## src/rtl/uart_pkg.sv

```systemverilog
// Shared types and constants for the memory-mapped UART transmitter.
package uart_pkg;

   // Serialiser states; PARITY is only reachable when parity is built in.
   typedef enum logic [2:0] {
      IDLE   = 3'd0,
      START  = 3'd1,
      DATA   = 3'd2,
      PARITY = 3'd3,
      STOP   = 3'd4
   } uart_state_t;

   // Register offsets within the 8-byte window (only bit 2 is decoded).
   localparam logic [2:0] TXDATA_OFS = 3'd0;
   localparam logic [2:0] STATUS_OFS = 3'd4;

   // STATUS register bit positions.
   localparam int STS_FULL  = 0;
   localparam int STS_EMPTY = 1;
   localparam int STS_BUSY  = 2;
   localparam int STS_OVF   = 3;
   localparam int STS_PAR   = 4;

   // Even parity over one data byte: the bit that makes the total count of ones even.
   function automatic logic even_parity(input logic [7:0] data);
      return ^data;
   endfunction

endpackage

```

## src/rtl/uart_fifo.sv

```systemverilog
// Small synchronous FIFO with combinational head-of-queue output.
// DEPTH must be a power of two so the pointers wrap on their own.
module uart_fifo #(
   parameter int WIDTH = 8,
   parameter int DEPTH = 4,
   localparam int AW = $clog2(DEPTH)
) (
   input  logic             clk,
   input  logic             rst_n,
   input  logic             push,
   input  logic             pop,
   input  logic [WIDTH-1:0] din,
   output logic [WIDTH-1:0] dout,
   output logic [AW:0]      count,
   output logic             full,
   output logic             empty
);

   localparam logic [AW:0] FULL_CNT = (AW+1)'(DEPTH);

   logic [WIDTH-1:0] mem_q [DEPTH];
   logic [AW-1:0]    wr_ptr_q, wr_ptr_d;
   logic [AW-1:0]    rd_ptr_q, rd_ptr_d;
   logic [AW:0]      count_q, count_d;
   logic             push_ok_s, pop_ok_s;

   assign full      = (count_q == FULL_CNT);
   assign empty     = (count_q == {(AW+1){1'b0}});
   assign count     = count_q;
   assign dout      = mem_q[rd_ptr_q];
   assign push_ok_s = push & ~full;
   assign pop_ok_s  = pop & ~empty;

   // Next pointer and occupancy; a simultaneous push and pop leaves the count unchanged.
   always_comb begin
      wr_ptr_d = wr_ptr_q;
      rd_ptr_d = rd_ptr_q;
      count_d  = count_q;
      if (push_ok_s) begin
         wr_ptr_d = wr_ptr_q + AW'(1'b1);
      end else begin
         wr_ptr_d = wr_ptr_q;
      end
      if (pop_ok_s) begin
         rd_ptr_d = rd_ptr_q + AW'(1'b1);
      end else begin
         rd_ptr_d = rd_ptr_q;
      end
      case ({push_ok_s, pop_ok_s})
         2'b10:   count_d = count_q + (AW+1)'(1'b1);
         2'b01:   count_d = count_q - (AW+1)'(1'b1);
         default: count_d = count_q;
      endcase
   end

   // Pointer and occupancy registers.
   always_ff @(posedge clk or negedge rst_n) begin
      if (!rst_n) begin
         wr_ptr_q <= {AW{1'b0}};
         rd_ptr_q <= {AW{1'b0}};
         count_q  <= {(AW+1){1'b0}};
      end else begin
         wr_ptr_q <= wr_ptr_d;
         rd_ptr_q <= rd_ptr_d;
         count_q  <= count_d;
      end
   end

   // Storage array; cleared on reset so no stale data is ever observable.
   always_ff @(posedge clk or negedge rst_n) begin
      if (!rst_n) begin
         for (int i = 0; i < DEPTH; i++) begin
            mem_q[i] <= {WIDTH{1'b0}};
         end
      end else if (push_ok_s) begin
         mem_q[wr_ptr_q] <= din;
      end
   end

endmodule

```

## src/rtl/mmio_uart_tx.sv

```systemverilog
// Memory-mapped UART transmitter: TXDATA at BASE_ADDR+0, STATUS at BASE_ADDR+4.
// Frames are 8N1 by default; defining UART_TX_PARITY_EN adds an even-parity bit (8E1).
module mmio_uart_tx
   import uart_pkg::*;
#(
   parameter logic [31:0] BASE_ADDR    = 32'h0000_0200,
   parameter int          CLKS_PER_BIT = 16,
   parameter int          FIFO_DEPTH   = 4
) (
   input  logic        clk,
   input  logic        reset,
   input  logic        we,
   input  logic [31:0] adr,
   input  logic [31:0] wd,
   output logic        sel,
   output logic [31:0] rd,
   output logic        txd
);

   localparam int CW = $clog2(FIFO_DEPTH) + 1;
   localparam int BW = $clog2(CLKS_PER_BIT);
   localparam logic [BW-1:0] BAUD_LAST = BW'(CLKS_PER_BIT - 1);
`ifdef UART_TX_PARITY_EN
   localparam logic PAR_EN = 1'b1;
`else
   localparam logic PAR_EN = 1'b0;
`endif

   uart_state_t   state_q, state_d;
   logic [BW-1:0] baud_q, baud_d;
   logic [2:0]    bit_q, bit_d;
   logic [7:0]    shift_q, shift_d;
   logic          par_q, par_d;
   logic          txd_q, txd_d;
   logic          ovf_q;

   logic          is_status_s, is_txdata_s;
   logic          wr_tx_s, wr_sts_s, push_s, pop_s, bit_end_s;
   logic [7:0]    fifo_dout_s;
   logic [CW-1:0] fifo_count_s;
   logic          fifo_full_s, fifo_empty_s;
   logic [31:0]   status_s;
   logic          unused_s;

   // Bus decode: the whole 8-byte window selects, adr[2] picks the register.
   assign sel         = (adr[31:3] == BASE_ADDR[31:3]);
   assign is_status_s = (adr[2] == STATUS_OFS[2]);
   assign is_txdata_s = (adr[2] == TXDATA_OFS[2]);
   assign wr_tx_s     = we & sel & is_txdata_s;
   assign wr_sts_s    = we & sel & is_status_s;
   // Full is judged on the pre-edge count, so a pop in the same cycle does not make room.
   assign push_s      = wr_tx_s & ~fifo_full_s;
   assign bit_end_s   = (baud_q == BAUD_LAST);
   assign txd         = txd_q;

`ifdef UART_TX_PARITY_EN
   assign unused_s = ^{adr[1:0], wd[31:8]};
`else
   assign unused_s = ^{adr[1:0], wd[31:8], par_q};
`endif

   uart_fifo #(
      .WIDTH (8),
      .DEPTH (FIFO_DEPTH)
   ) u_fifo (
      .clk   (clk),
      .rst_n (reset),
      .push  (push_s),
      .pop   (pop_s),
      .din   (wd[7:0]),
      .dout  (fifo_dout_s),
      .count (fifo_count_s),
      .full  (fifo_full_s),
      .empty (fifo_empty_s)
   );

   // STATUS word assembly.
   always_comb begin
      status_s            = 32'h0000_0000;
      status_s[15:8]      = 8'(fifo_count_s);
      status_s[STS_PAR]   = PAR_EN;
      status_s[STS_OVF]   = ovf_q;
      status_s[STS_BUSY]  = (state_q != IDLE);
      status_s[STS_EMPTY] = fifo_empty_s;
      status_s[STS_FULL]  = fifo_full_s;
   end

   // Read mux: only STATUS returns data, everything else reads zero.
   always_comb begin
      if (sel && is_status_s) begin
         rd = status_s;
      end else begin
         rd = 32'h0000_0000;
      end
   end

   // Sticky overflow flag: set on a dropped byte, cleared by any STATUS write.
   always_ff @(posedge clk or negedge reset) begin
      if (!reset) begin
         ovf_q <= 1'b0;
      end else if (wr_sts_s) begin
         ovf_q <= 1'b0;
      end else if (wr_tx_s && fifo_full_s) begin
         ovf_q <= 1'b1;
      end else begin
         ovf_q <= ovf_q;
      end
   end

   // Serialiser next state; txd_d is the line level for the bit period that starts next edge.
   always_comb begin
      state_d = state_q;
      baud_d  = baud_q;
      bit_d   = bit_q;
      shift_d = shift_q;
      par_d   = par_q;
      txd_d   = txd_q;
      pop_s   = 1'b0;
      case (state_q)
         IDLE: begin
            baud_d = {BW{1'b0}};
            bit_d  = 3'd0;
            if (!fifo_empty_s) begin
               pop_s   = 1'b1;
               shift_d = fifo_dout_s;
               par_d   = even_parity(fifo_dout_s);
               state_d = START;
               txd_d   = 1'b0;
            end else begin
               txd_d   = 1'b1;
            end
         end
         START: begin
            if (bit_end_s) begin
               baud_d  = {BW{1'b0}};
               bit_d   = 3'd0;
               state_d = DATA;
               txd_d   = shift_q[0];
            end else begin
               baud_d  = baud_q + BW'(1'b1);
            end
         end
         DATA: begin
            if (bit_end_s) begin
               baud_d = {BW{1'b0}};
               if (bit_q == 3'd7) begin
`ifdef UART_TX_PARITY_EN
                  state_d = PARITY;
                  txd_d   = par_q;
`else
                  state_d = STOP;
                  txd_d   = 1'b1;
`endif
               end else begin
                  bit_d   = bit_q + 3'd1;
                  shift_d = {1'b0, shift_q[7:1]};
                  txd_d   = shift_q[1];
               end
            end else begin
               baud_d = baud_q + BW'(1'b1);
            end
         end
`ifdef UART_TX_PARITY_EN
         PARITY: begin
            if (bit_end_s) begin
               baud_d  = {BW{1'b0}};
               state_d = STOP;
               txd_d   = 1'b1;
            end else begin
               baud_d  = baud_q + BW'(1'b1);
            end
         end
`endif
         STOP: begin
            if (bit_end_s) begin
               baud_d = {BW{1'b0}};
               bit_d  = 3'd0;
               if (!fifo_empty_s) begin
                  // Back-to-back frame: no idle bit between stop and next start.
                  pop_s   = 1'b1;
                  shift_d = fifo_dout_s;
                  par_d   = even_parity(fifo_dout_s);
                  state_d = START;
                  txd_d   = 1'b0;
               end else begin
                  state_d = IDLE;
                  txd_d   = 1'b1;
               end
            end else begin
               baud_d = baud_q + BW'(1'b1);
            end
         end
         default: begin
            state_d = IDLE;
            baud_d  = {BW{1'b0}};
            bit_d   = 3'd0;
            txd_d   = 1'b1;
         end
      endcase
   end

   // Serialiser registers; reset forces the line high immediately, aborting any frame.
   always_ff @(posedge clk or negedge reset) begin
      if (!reset) begin
         state_q <= IDLE;
         baud_q  <= {BW{1'b0}};
         bit_q   <= 3'd0;
         shift_q <= 8'h00;
         par_q   <= 1'b0;
         txd_q   <= 1'b1;
      end else begin
         state_q <= state_d;
         baud_q  <= baud_d;
         bit_q   <= bit_d;
         shift_q <= shift_d;
         par_q   <= par_d;
         txd_q   <= txd_d;
      end
   end

endmodule

```

## config.mk

```make
export PLATFORM = sky130hd
export DESIGN_NAME = mmio_uart_tx
export DESIGN_NICKNAME = d
export VERILOG_FILES = /design/src/rtl/uart_pkg.sv /design/src/rtl/uart_fifo.sv /design/src/rtl/mmio_uart_tx.sv
export SDC_FILE = /design/constraint.sdc
export NUM_CORES = 1
export LEC_CHECK = 0
export ABC_AREA = 1
export CAP_MARGIN = 0
export CELL_PAD_IN_SITES_DETAIL_PLACEMENT = 0
export CELL_PAD_IN_SITES_GLOBAL_PLACEMENT = 1
export CORE_MARGIN = 4
export CORE_UTILIZATION = 25
export DETAILED_ROUTE_END_ITERATION = 6
export DONT_BUFFER_PORTS = 1
export PLACE_DENSITY_LB_ADDON = 0.08
export RECOVER_POWER = 100
export SLEW_MARGIN = 20
export SYNTH_ARGS = -nofsm -noshare
export SYNTH_HDL_FRONTEND = slang
export SYNTH_HIERARCHICAL = 1
export SYNTH_SLANG_ARGS = --single-unit
```

## constraint.sdc

```tcl
create_clock -name clk -period 6 [get_ports clk]
set_clock_uncertainty 0.2 [all_clocks]
set_input_delay 0.9 -clock clk [delete_from_list [all_inputs] [get_ports clk]]
set_output_delay 0.9 -clock clk [all_outputs]
set_load 0.1 [all_outputs]
```

==> run_results.csv, run 1 <==
group,metric,value,unit
synthesis,yosys.cell_types.count,33,
timing,fmax,220,MHz
route,wl_met3,359,µm
timing,layout_min_cycle_time,4.54,ns
grt,largest_net_degree_at_the_start_of_global_routing,60,
synthesis,synth.top_cell.area_share,40.4,%
cts,numCtsBuffers,9,
synthesis,asyncSetResetFlopFracSynth,100,%
setup_path,timing.setup.critical_path_class,"reg2out",
grt,wire_length_of_the_first_global_routing_pass,14900,µm
timing,setup_repair_after_global_routing_missed_its_margin,"false",
cts,clock_tree.root_cell,"sky130_fd_sc_hd__clkbuf_16",
pwr,leakagePower,1.90,nW
floorplanning,start_util,25.7,%
placement,dp_cells,635,
floorplanning,core_area,14000,µm²
pwr,power-per-cell-area,261,nW/µm²
floorplanning,chipWidth,128,µm
grt,total_routing_usage_reported_by_global_routing,11.7,%
cts,tritoncts,"yes",
floorplanning,chipHeight,128,µm
synthesis,synthMostInstantiatedCell,"sky130_fd_sc_hd__nand2_1",
placement,place_worst_setup_slack,2.20,ns
cts,cts_htree_levels,3,
cells_and_area,antennaDiodeCount,0,
grt,first_global_vias,2809,
timing,layout_worst_path_cycle_share,75.7,%
synthesis,yosys-top-cells-area,"sky130_fd_sc_hd__dfrtp_1 (40%), sky130_fd_sc_hd__nand2_1 (14%), sky130_fd_sc_hd__nor2_1 (7.8%)",
cts,clock_sinks,59,
synthesis,synthTopCellsByCount,"sky130_fd_sc_hd__nand2_1 (133), sky130_fd_sc_hd__nor2_1 (75), sky130_fd_sc_hd__dfrtp_1 (58)",
synthesis,synth_area_per_cell,7.60,µm²
floorplanning,standard_cell_rows,43,
synthesis,synthesis.area,3590,µm²
cells_and_area,multi_input_comb_area,1670,µm²
route,drt-initial-drc-count,170,
pwr,power_report.internal_total,734,µW
setup_path,worst_ep_arrival_time,3.44,ns
grt,grt_overflow,0,
cells_and_area,area.growth.synth_to_final,6.28,%
pwr,share_comb_of_total_power,7.5,%
cts,clkLatencyLatePin,0.33,ns
floorplanning,fp.dieArea,16300,µm²
pwr,max-vdd-ir-drop,0.000110,V
cells_and_area,fraction_of_final_layout_cells_with_drive_strength_greater_than_1,6.16,%
pwr,power.switching,260,µW
cts,clock_tree.buffer_depth,2,
setup_path,critical_path.endpoint_type,"primary output",
placement,hpwl,6190,µm
route,totalWireLength,9180,µm
placement,port_buffers,0,
flow_run,drv.max_cap_violation_count,7,
timing,rel_slew_slack,-19.0,%
status,violated_checks,"capacitance limit, slew limit",
route,via_per_inst,4.30,
grt,antenna_violations_before_repair,0,
placement,place_congestion,0.778,
cells_and_area,num-nets-final,542,
floorplanning,ios,101,
route,drc_errors,0,
route,detailroute.wirelength.met2,4280,µm
synthesis,ys_seq_elements,59,
synthesis,synth_area_leader_cell,"sky130_fd_sc_hd__dfrtp_1",
timing,setup_slack,1.46,ns
cts,post_cts.resized_instances,0,
synthesis,syn-instance-count,472,
timing,finalSetupTns,0,ns
cells_and_area,filler_cell_count,1586,
cells_and_area,seq_area,1480,µm²
setup_path,critPathRequiredTime,4.90,ns
route,via_count,2797,
synthesis,synth_enable_flop_cells,0,
pwr,seq_power_share,40.1,%
min_path,min-delay-path-class,"in2async",
timing,setup_violations,0,
timing,finalHoldViolations,0,
synthesis,synth_sequential_area_ratio,41.2,%
route,final_antenna_net_count,0,
route,highest_layer,"met4",
cts,post_cts_hold_buffer_count,0,
setup_path,sort_of_element_at_the_start_of_the_critical_path,"flop",
cells_and_area,finalNonFillerCells,651,
status,outcome,"complete, but fails checks",
route,detail_route.wirelength.met1,4430,µm
route,drt_pass1_iterations,4,
route,routed_wire_length_per_instance,14.1,µm
timing,finalMaxSlewViolations,7,
timing,timing_worst_slew_pin_value,1.78,ns
cts,post_cts_setup_repair_buffer_count,0,
setup_path,worstPathMaxFanout,40,
cts,worst_setup_hold_path_clk_slew,0.06,ns
pwr,p_sw_share,26.2,%
pwr,pwr-share-clk,52.4,%
synthesis,synth_ff_type,"sky130_fd_sc_hd__dfrtp_1",
synthesis,ys.warnings.count,6,
==> worst paths after layout <==
path                                        startpoint                     endpoint  cells past startpoint  slack (ns)
setup reg to reg           u_fifo/count[0]$_DFFE_PN0P_  u_fifo/count[1]$_DFFE_PN0P_                     10        2.23
hold reg to reg            u_fifo/mem_q[5]$_DFFE_PN0P_  u_fifo/mem_q[5]$_DFFE_PN0P_                      2        0.26
max in group asynchronous                        reset              txd$_DFFE_PN1P_                      0        5.35
hold / removal                                   reset          baud_q[0]$_DFF_PN0_                      0        0.06
min in group clk           u_fifo/mem_q[5]$_DFFE_PN0P_  u_fifo/mem_q[5]$_DFFE_PN0P_                      2        0.26
setup / recovery           u_fifo/count[0]$_DFFE_PN0P_                        rd[0]                      5        1.46
==> power groups by stage <==
stage | logic [mW] | clock network [mW] | registers [mW]
2_1_floorplan | 0.0862 | 0 | 0.405
3_3_place_gp | 0.0742 | 0 | 0.405
3_5_place_dp | 0.0743 | 0 | 0.405
4_1_cts | 0.0743 | 0.541 | 0.398
5_1_grt | 0.0767 | 0.555 | 0.398
6_report | 0.0746 | 0.521 | 0.398
==> state kept, by name, indices dropped and copies added (netlist names) <==
register,flops
u_fifo/wr_ptr_q,2
ovf_q,1
u_fifo/rd_ptr_q,2
shift_q,8
baud_q,4
u_fifo/count,3
bit_q,3
txd,1
state_q,3
u_fifo/mem_q,32
==> placed cells by master (no fill, tap or decap) <==
master and count:
sky130_fd_sc_hd__nand3_1 19, sky130_fd_sc_hd__fa_1 1, sky130_fd_sc_hd__nand2_1 137, sky130_fd_sc_hd__clkbuf_8 1, sky130_fd_sc_hd__clkbuf_1 3, sky130_fd_sc_hd__inv_1 31
sky130_fd_sc_hd__nor2_2 1, sky130_fd_sc_hd__dfrtp_1 58, sky130_fd_sc_hd__buf_4 1, sky130_fd_sc_hd__or2_2 2, sky130_fd_sc_hd__or2_1 1, sky130_fd_sc_hd__inv_4 1
sky130_fd_sc_hd__xnor2_1 1, sky130_fd_sc_hd__nand2_2 6, sky130_fd_sc_hd__clkinv_2 1, sky130_fd_sc_hd__ha_1 8, sky130_fd_sc_hd__nand3b_1 2, sky130_fd_sc_hd__o31ai_1 2
sky130_fd_sc_hd__clkbuf_16 9, sky130_fd_sc_hd__nor2_1 76, sky130_fd_sc_hd__o21ai_0 39, sky130_fd_sc_hd__bufinv_16 1, sky130_fd_sc_hd__nor3_1 2, sky130_fd_sc_hd__xor2_1 1
sky130_fd_sc_hd__clkinvlp_4 2, sky130_fd_sc_hd__nand3_4 1, sky130_fd_sc_hd__nand2_4 1, sky130_fd_sc_hd__o22a_1 1, sky130_fd_sc_hd__dfstp_1 1, sky130_fd_sc_hd__o21ai_1 1
sky130_fd_sc_hd__conb_1 25, sky130_fd_sc_hd__nand4_1 33, sky130_fd_sc_hd__inv_2 2
==> kinds of logic (layout without fill, tap and decap cells) <==
group	count (synthesis)	in the layout	share of synthesized area [%]
AOI/OAI and AO/OA	43	43	6.76
xor gates and xnor gates	2	2	0.488
adders and majority gates	9	9	3.35
buffers and inverters	77	52	12.9
DFF	59	59	41.2
other	1	25	0.105
and+or+nand+nor	281	281	35.3
==> layer usage <==
metal	vias up	global-route usage, %
met5	-	0
met4	0	3.93
met3	8	3.08
met2	51	18.6
met1	1285	15.4
li1	1453	-
==> worst max-delay path, cell delays in order (launching register included) <==
cell and delay (ns):
sky130_fd_sc_hd__dfrtp_1 0.42, sky130_fd_sc_hd__nor2_1 0.16, sky130_fd_sc_hd__nand2_1 0.80, sky130_fd_sc_hd__inv_1 0.33, sky130_fd_sc_hd__inv_1 0.07, sky130_fd_sc_hd__nor2_1 1.33
==> metrics by stage <==
step / power, mW / instance area, µm² / hold slack [ns] / util [%]
after floorplan: 0.492 / 3680 / 0.237 / -
after global placement: 0.479 / 3610 / 0.248 / 25.8
after detailed placement: 0.479 / 3610 / 0.255 / 25.8
after CTS: 1.01 / 3910 / 0.0482 / 27.9
after global routing: 1.03 / 3810 / 0.0434 / 27.3
final: 0.994 / 3810 / 0.0613 / 27.3
==> layout make-up <==
type	count	area share (%)
multi-input combinational	360	43.9
sequential	59	38.7
clock buffer	12	6.46
tap	180	5.91
inverter	34	3.41
clock inverter	4	1.31
timing repair buffer	2	0.295
Note: power is estimated with default switching activity, not from simulation.
==> run 2, diff against run 1 <==
Clock period 6 ns to 4.3 ns, I/O delays scaled along.
==> run 2 against run 1 <==
  * The flow finishes with violations (hold timing)
  * Sequential share of layout area decreased by 1.1 points
  * Largest power group unchanged
  * Combinational power up 58%
  * Register-to-register slack worse by 1.3 ns
  * Count of clock-buffer cells in the layout did not move
  * Sequential cell count unchanged
  * Design area is 3.1% higher
  * Power grew 42%
  * Die area is the same
==> run_results.csv, run 2 (same netlist as run 1, synthesis figures left out) <==
group,metric,value,unit
cts,clock_sinks,59,
grt,largest_net_degree_at_the_start_of_global_routing,60,
placement,port_buffers,0,
status,violated_checks,"hold timing",
placement,hpwl,6330,µm
status,outcome,"complete, but fails checks",
floorplanning,fp.dieArea,16300,µm²
setup_path,sort_of_element_at_the_start_of_the_critical_path,"flop",
setup_path,critical_path.endpoint_type,"primary output",
cts,clkLatencyLatePin,0.32,ns
setup_path,worstPathMaxFanout,40,
timing,finalHoldViolations,4,
cells_and_area,largest_register_ffs,32,
cts,clock_tree.root_cell,"sky130_fd_sc_hd__clkbuf_16",
floorplanning,ios,101,
timing,finalMaxSlewViolations,0,
grt,total_routing_usage_reported_by_global_routing,11.9,%
pwr,seq_power_share,39.4,%
cells_and_area,antennaDiodeCount,0,
grt,antenna_violations_before_repair,0,
floorplanning,core_area,14000,µm²
route,routed_wire_length_per_instance,14.1,µm
cts,post_cts.resized_instances,0,
pwr,power-per-cell-area,359,nW/µm²
cells_and_area,num-nets-final,550,
placement,place_congestion,0.713,
route,final_antenna_net_count,0,
setup_path,crit-reg2reg-launch,"u_fifo/count[0]$_DFFE_PN0P_",
pwr,p_sw_share,25.6,%
cells_and_area,largest_registers,"u_fifo/mem_q x32, shift_q x8, baud_q x4",
route,via_count,2912,
floorplanning,start_util,25.7,%
timing,finalSetupTns,0,ns
timing,layout_worst_path_cycle_share,79.2,%
pwr,pwr-share-clk,52.3,%
flow_run,drv.max_cap_violation_count,0,
setup_path,cp_cell_sequence,"nor2_2 > nand2_1 > inv_1 > inv_1 > nor2_2 > buf_4",
cells_and_area,area.growth.synth_to_final,9.52,%
pwr,power.switching,361,µW
pwr,power_report.internal_total,1.05,mW
setup_path,cpMaxStageDelayCell,"sky130_fd_sc_hd__nand2_1",
timing,timing_worst_slew_pin_value,1.37,ns
route,drc_errors,0,
cts,worst_setup_hold_path_clk_slew,0.05,ns
timing,holdWs,-0.00726,ns
route,drt_pass1_iterations,4,
timing,setup_repair_after_global_routing_missed_its_margin,"false",
route,drt-initial-drc-count,149,
timing,layout_min_cycle_time,3.41,ns
cells_and_area,final_common_cell,"sky130_fd_sc_hd__nand2_1",
cells_and_area,mostFrequentLayoutCells,"sky130_fd_sc_hd__nand2_1 (137), sky130_fd_sc_hd__nor2_1 (67), sky130_fd_sc_hd__dfrtp_1 (58)",
floorplanning,chipWidth,128,µm
cells_and_area,seq_area,1480,µm²
floorplanning,standard_cell_rows,43,
setup_path,worst_ep_arrival_time,2.56,ns
cts,numCtsBuffers,9,
grt,grt_overflow,0,
timing,setup_violations,0,
setup_path,timing.setup.critical_path_class,"reg2out",
setup_path,critPathRequiredTime,3.45,ns
cts,cts_htree_levels,3,
timing,rel_slew_slack,8.71,%
grt,first_global_vias,2909,
pwr,leakagePower,1.97,nW
cts,post_cts_setup_repair_buffer_count,0,
setup_path,crit_path_start,"u_fifo/count[1]$_DFFE_PN0P_",
placement,placement.cell_area,3660,µm²
grt,wire_length_of_the_first_global_routing_pass,15300,µm
pwr,share_comb_of_total_power,8.4,%
route,totalWireLength,9250,µm
route,via_per_inst,4.43,
cells_and_area,max_flop_register,"u_fifo/mem_q",
cells_and_area,multi_input_comb_area,1700,µm²
pwr,max-vdd-ir-drop,0.000182,V
min_path,min-delay-path-class,"in2async",
floorplanning,chipHeight,128,µm
timing,fmax,294,MHz
cts,tritoncts,"yes",
cells_and_area,fraction_of_final_layout_cells_with_drive_strength_greater_than_1,10.1,%
cells_and_area,post_route_cell_area,3930,µm²
cts,post_cts_hold_buffer_count,1,
cells_and_area,filler_cell_count,1567,
setup_path,worst_path_largest_cell_delay,0.80,ns
cts,clock_tree.buffer_depth,2,
run 2: cell count changes in the layout (fill, tap and decap cells not counted), moves of 2 or more:
cell / delta
sky130_fd_sc_hd__clkbuf_8: +2
sky130_fd_sc_hd__clkbuf_1: -3
sky130_fd_sc_hd__nor2_2: +9
sky130_fd_sc_hd__buf_4: +8
sky130_fd_sc_hd__clkinvlp_4: -2
sky130_fd_sc_hd__nor2_1: -9
run 2: path summary, 6_finish.rpt:
check | to | slack (ns) | depth (start not counted)
worst max-delay path | rd[0] | 0.89 | 6
worst min-delay path | baud_q[0]$_DFF_PN0_ | -0.007 | 1
worst max register to register | u_fifo/count[1]$_DFFE_PN0P_ | 0.95 | 9
worst min register to register | u_fifo/mem_q[7]$_DFFE_PN0P_ | 0.26 | 2
max in group asynchronous | txd$_DFFE_PN1P_ | 3.62 | 1
min in group clk | u_fifo/mem_q[7]$_DFFE_PN0P_ | 0.26 | 2
run 2: stage by stage:
stage	hold WS [ns]	power, mW	cells	utilization [%]	setup slack (ns)
6_report	-0.00726	1.41	657	28.1	0.894
2_1_floorplan	0.149	0.686	496	-	0.296
3_5_place_dp	0.153	0.669	642	26.2	1.19
3_3_place_gp	0.152	0.669	642	26.2	1.23
5_1_grt	0.000108	1.47	657	28.1	0.620
4_1_cts	0.00765	1.44	657	28.6	1.19
run 2: power by group through the flow:
stage	Clock, mW	Sequential (mW)	Combinational (mW)
after global placement	0	0.565	0.104
final	0.738	0.556	0.118
after CTS	0.766	0.556	0.119
after floorplan	0	0.566	0.120
after detailed placement	0	0.565	0.104
after global routing	0.791	0.555	0.124
run 2: metal layers:
metal	GRT usage [%]	wire length (µm)
met1	15.7	4460
met2	19.0	4300
met3	3.29	387
met4	3.37	97
met5	0	0
run 2: worst max-delay path, delay by kind of cell, from the launching register on:
| kind | cells | cell delay [ns] |
|---|---|---|
| buffers and inverters | 3 | 0.76 |
| DFF | 1 | 0.41 |
| and+or+nand+nor | 3 | 1.05 |
run 2: cell type report:
| cell class | instances | area share, % |
|---|---|---|
| Clock buffer | 12 | 6.78 |
| Clock inverter | 2 | 0.891 |
| Inverter | 34 | 3.31 |
| Multi-Input combinational cell | 360 | 43.3 |
| Sequential cell | 59 | 37.6 |
| Tap cell | 180 | 5.73 |
| Timing Repair Buffer | 10 | 2.42 |
==> run 3, diff against run 2 <==
Clock period 4.3 ns to 2.73 ns, I/O delays scaled along.
==> run 3 against run 2 <==
  * First-iteration DRC count increased by 8.7%
  * Die area unchanged
  * Global-route usage increased by 0.37 points
  * Count of clock-buffer cells in the layout unchanged
  * Sequential share of layout area decreased by 1.4 points
  * Via count increased by 1.9%
  * The flow finishes with violations (capacitance limit, slew limit)
==> run_results.csv, run 3 (same netlist as run 1, synthesis figures left out) <==
group,metric,value,unit
grt,antenna_violations_before_repair,0,
route,detail_route.wirelength.met1,4300,µm
placement,hpwl,6480,µm
flow_run,drv.max_cap_violation_count,1,
timing,rel_slew_slack,-7.52,%
timing,fmax,404,MHz
cts,worst_setup_hold_path_clk_slew,0.05,ns
route,final_antenna_net_count,0,
cells_and_area,post_route_cell_area,4080,µm²
floorplanning,fp.dieArea,16300,µm²
timing,setup_repair_after_global_routing_missed_its_margin,"false",
cells_and_area,seq_area,1480,µm²
cells_and_area,filler_cell_count,1569,
placement,port_buffers,0,
cts,clock_sinks,59,
floorplanning,ios,101,
pwr,power-per-cell-area,527,nW/µm²
pwr,finalPower,2.15,mW
route,drt_pass1_iterations,4,
route,drc_errors,0,
cts,numCtsBuffers,9,
cts,cts_htree_levels,3,
route,detailroute.wirelength.met2,4670,µm
placement,place_worst_setup_slack,0.130,ns
cells_and_area,max_flop_register,"u_fifo/mem_q",
cts,clkLatencyLatePin,0.33,ns
route,wl_met3,463,µm
grt,total_routing_usage_reported_by_global_routing,12.2,%
route,routed_wire_length_per_instance,14.4,µm
floorplanning,start_util,25.7,%
timing,layout_worst_path_cycle_share,90.6,%
timing,holdWs,0.0294,ns
cells_and_area,area.growth.synth_to_final,13.7,%
route,via_count,2968,
route,totalWireLength,9590,µm
cells_and_area,fraction_of_final_layout_cells_with_drive_strength_greater_than_1,11.7,%
cells_and_area,finalNonFillerCells,668,
floorplanning,core_area,14000,µm²
cells_and_area,num-nets-final,560,
placement,place_congestion,0.690,
setup_path,sort_of_element_at_the_start_of_the_critical_path,"input pin",
placement,dp_cells,651,
grt,first_global_vias,2971,
placement,placement.cell_area,3920,µm²
min_path,min-delay-path-class,"in2reg",
cells_and_area,final_common_cell,"sky130_fd_sc_hd__nand2_1",
floorplanning,chipHeight,128,µm
route,via_per_inst,4.44,
grt,grt_overflow,0,
timing,finalHoldViolations,0,
timing,timing_worst_slew_pin_value,1.61,ns
route,drt-initial-drc-count,162,
grt,largest_net_degree_at_the_start_of_global_routing,60,
timing,finalSetupTns,0,ns
cells_and_area,largest_register_ffs,32,
cells_and_area,multi_input_comb_area,1740,µm²
timing,layout_min_cycle_time,2.47,ns
floorplanning,standard_cell_rows,43,
cells_and_area,mostFrequentLayoutCells,"sky130_fd_sc_hd__nand2_1 (134), sky130_fd_sc_hd__nor2_1 (64), sky130_fd_sc_hd__dfrtp_1 (58)",
timing,setup_slack,0.257,ns
timing,setup_violations,0,
cts,clock_tree.root_cell,"sky130_fd_sc_hd__clkbuf_16",
setup_path,worstPathMaxFanout,7,
timing,finalMaxSlewViolations,60,
cts,clock_tree.buffer_depth,2,
cts,tritoncts,"yes",
setup_path,critical_path.endpoint_type,"primary output",
status,outcome,"complete, but fails checks",
cells_and_area,largest_registers,"u_fifo/mem_q x32, shift_q x8, baud_q x4",
setup_path,timing.setup.critical_path_class,"in2out",
pwr,leakagePower,1.99,nW
setup_path,worst_ep_arrival_time,1.86,ns
cells_and_area,finalCoreUtilization,29.2,%
setup_path,critPathRequiredTime,2.12,ns
floorplanning,chipWidth,128,µm
status,violated_checks,"capacitance limit, slew limit",
route,highest_layer,"met4",
grt,wire_length_of_the_first_global_routing_pass,15600,µm
cells_and_area,antennaDiodeCount,0,
pwr,max-vdd-ir-drop,0.000299,V
[run 3: cell types whose count changed in the layout (fill, tap and decap cells not counted), moves of 4 or more]
| cell | change |
|---|---|
| sky130_fd_sc_hd__buf_12 | +8 |
| sky130_fd_sc_hd__clkbuf_1 | +8 |
| sky130_fd_sc_hd__buf_4 | -4 |
| sky130_fd_sc_hd__nor2_4 | +5 |
[run 3: where the power goes]
part	internal, mW	switching (mW)	leakage, nW
Sequential	0.876	0.000000263	0.815
Clock	0.699	0.393	0.136
Combinational	0.00989	0.175	1.04
Total	1.58	0.568	1.99
[run 3: routing by layer]
metal	global-route usage (%)	vias up
met5	0	-
met4	3.87	0
met3	3.08	13
met2	20.3	64
met1	15.7	1392
li1	-	1499
[run 3: critical path: stages]
cell,delay (ns)
sky130_fd_sc_hd__nor2_1,0.09
sky130_fd_sc_hd__nand2_1,0.06
sky130_fd_sc_hd__nor2_1,0.09
sky130_fd_sc_hd__nand3b_1,0.12
sky130_fd_sc_hd__nor2_4,0.13
sky130_fd_sc_hd__buf_4,0.31
sky130_fd_sc_hd__nand2_2,0.26
sky130_fd_sc_hd__nor2_2,0.20
sky130_fd_sc_hd__buf_12,0.19
[run 3: area by class of cell]
class | count | share of cell area, %
multi-input combinational | 360 | 42.6
sequential | 59 | 36.2
timing repair buffer | 20 | 5.67
clock inverter | 3 | 0.981
tap | 180 | 5.52
clock buffer | 12 | 5.80
inverter | 34 | 3.19
[run 3: final timing paths]
kind                                              from                           end  slack (ns)  cells after the start
hold reg to reg            u_fifo/mem_q[0]$_DFFE_PN0P_   u_fifo/mem_q[0]$_DFFE_PN0P_        0.26                      2
max in group asynchronous                        reset  u_fifo/mem_q[25]$_DFFE_PN0P_        0.52                      2
setup / recovery                               adr[18]                         rd[2]        0.26                      9
min in group asynchronous                        reset           baud_q[3]$_DFF_PN0_        0.84                      2
setup reg to reg           u_fifo/count[2]$_DFFE_PN0P_   u_fifo/count[2]$_DFFE_PN0P_        0.30                     15
hold / removal                                   wd[5]  u_fifo/mem_q[21]$_DFFE_PN0P_        0.03                      2
[run 3: repair_timing]
action | 4_1_cts | 5_1_grt
endpoints found under the setup margin | 0 | 2
setup buffers | 0 | 0
resized for setup | 0 | 2
endpoints found under the hold margin | 59 | 0
hold buffers | 2 | 0
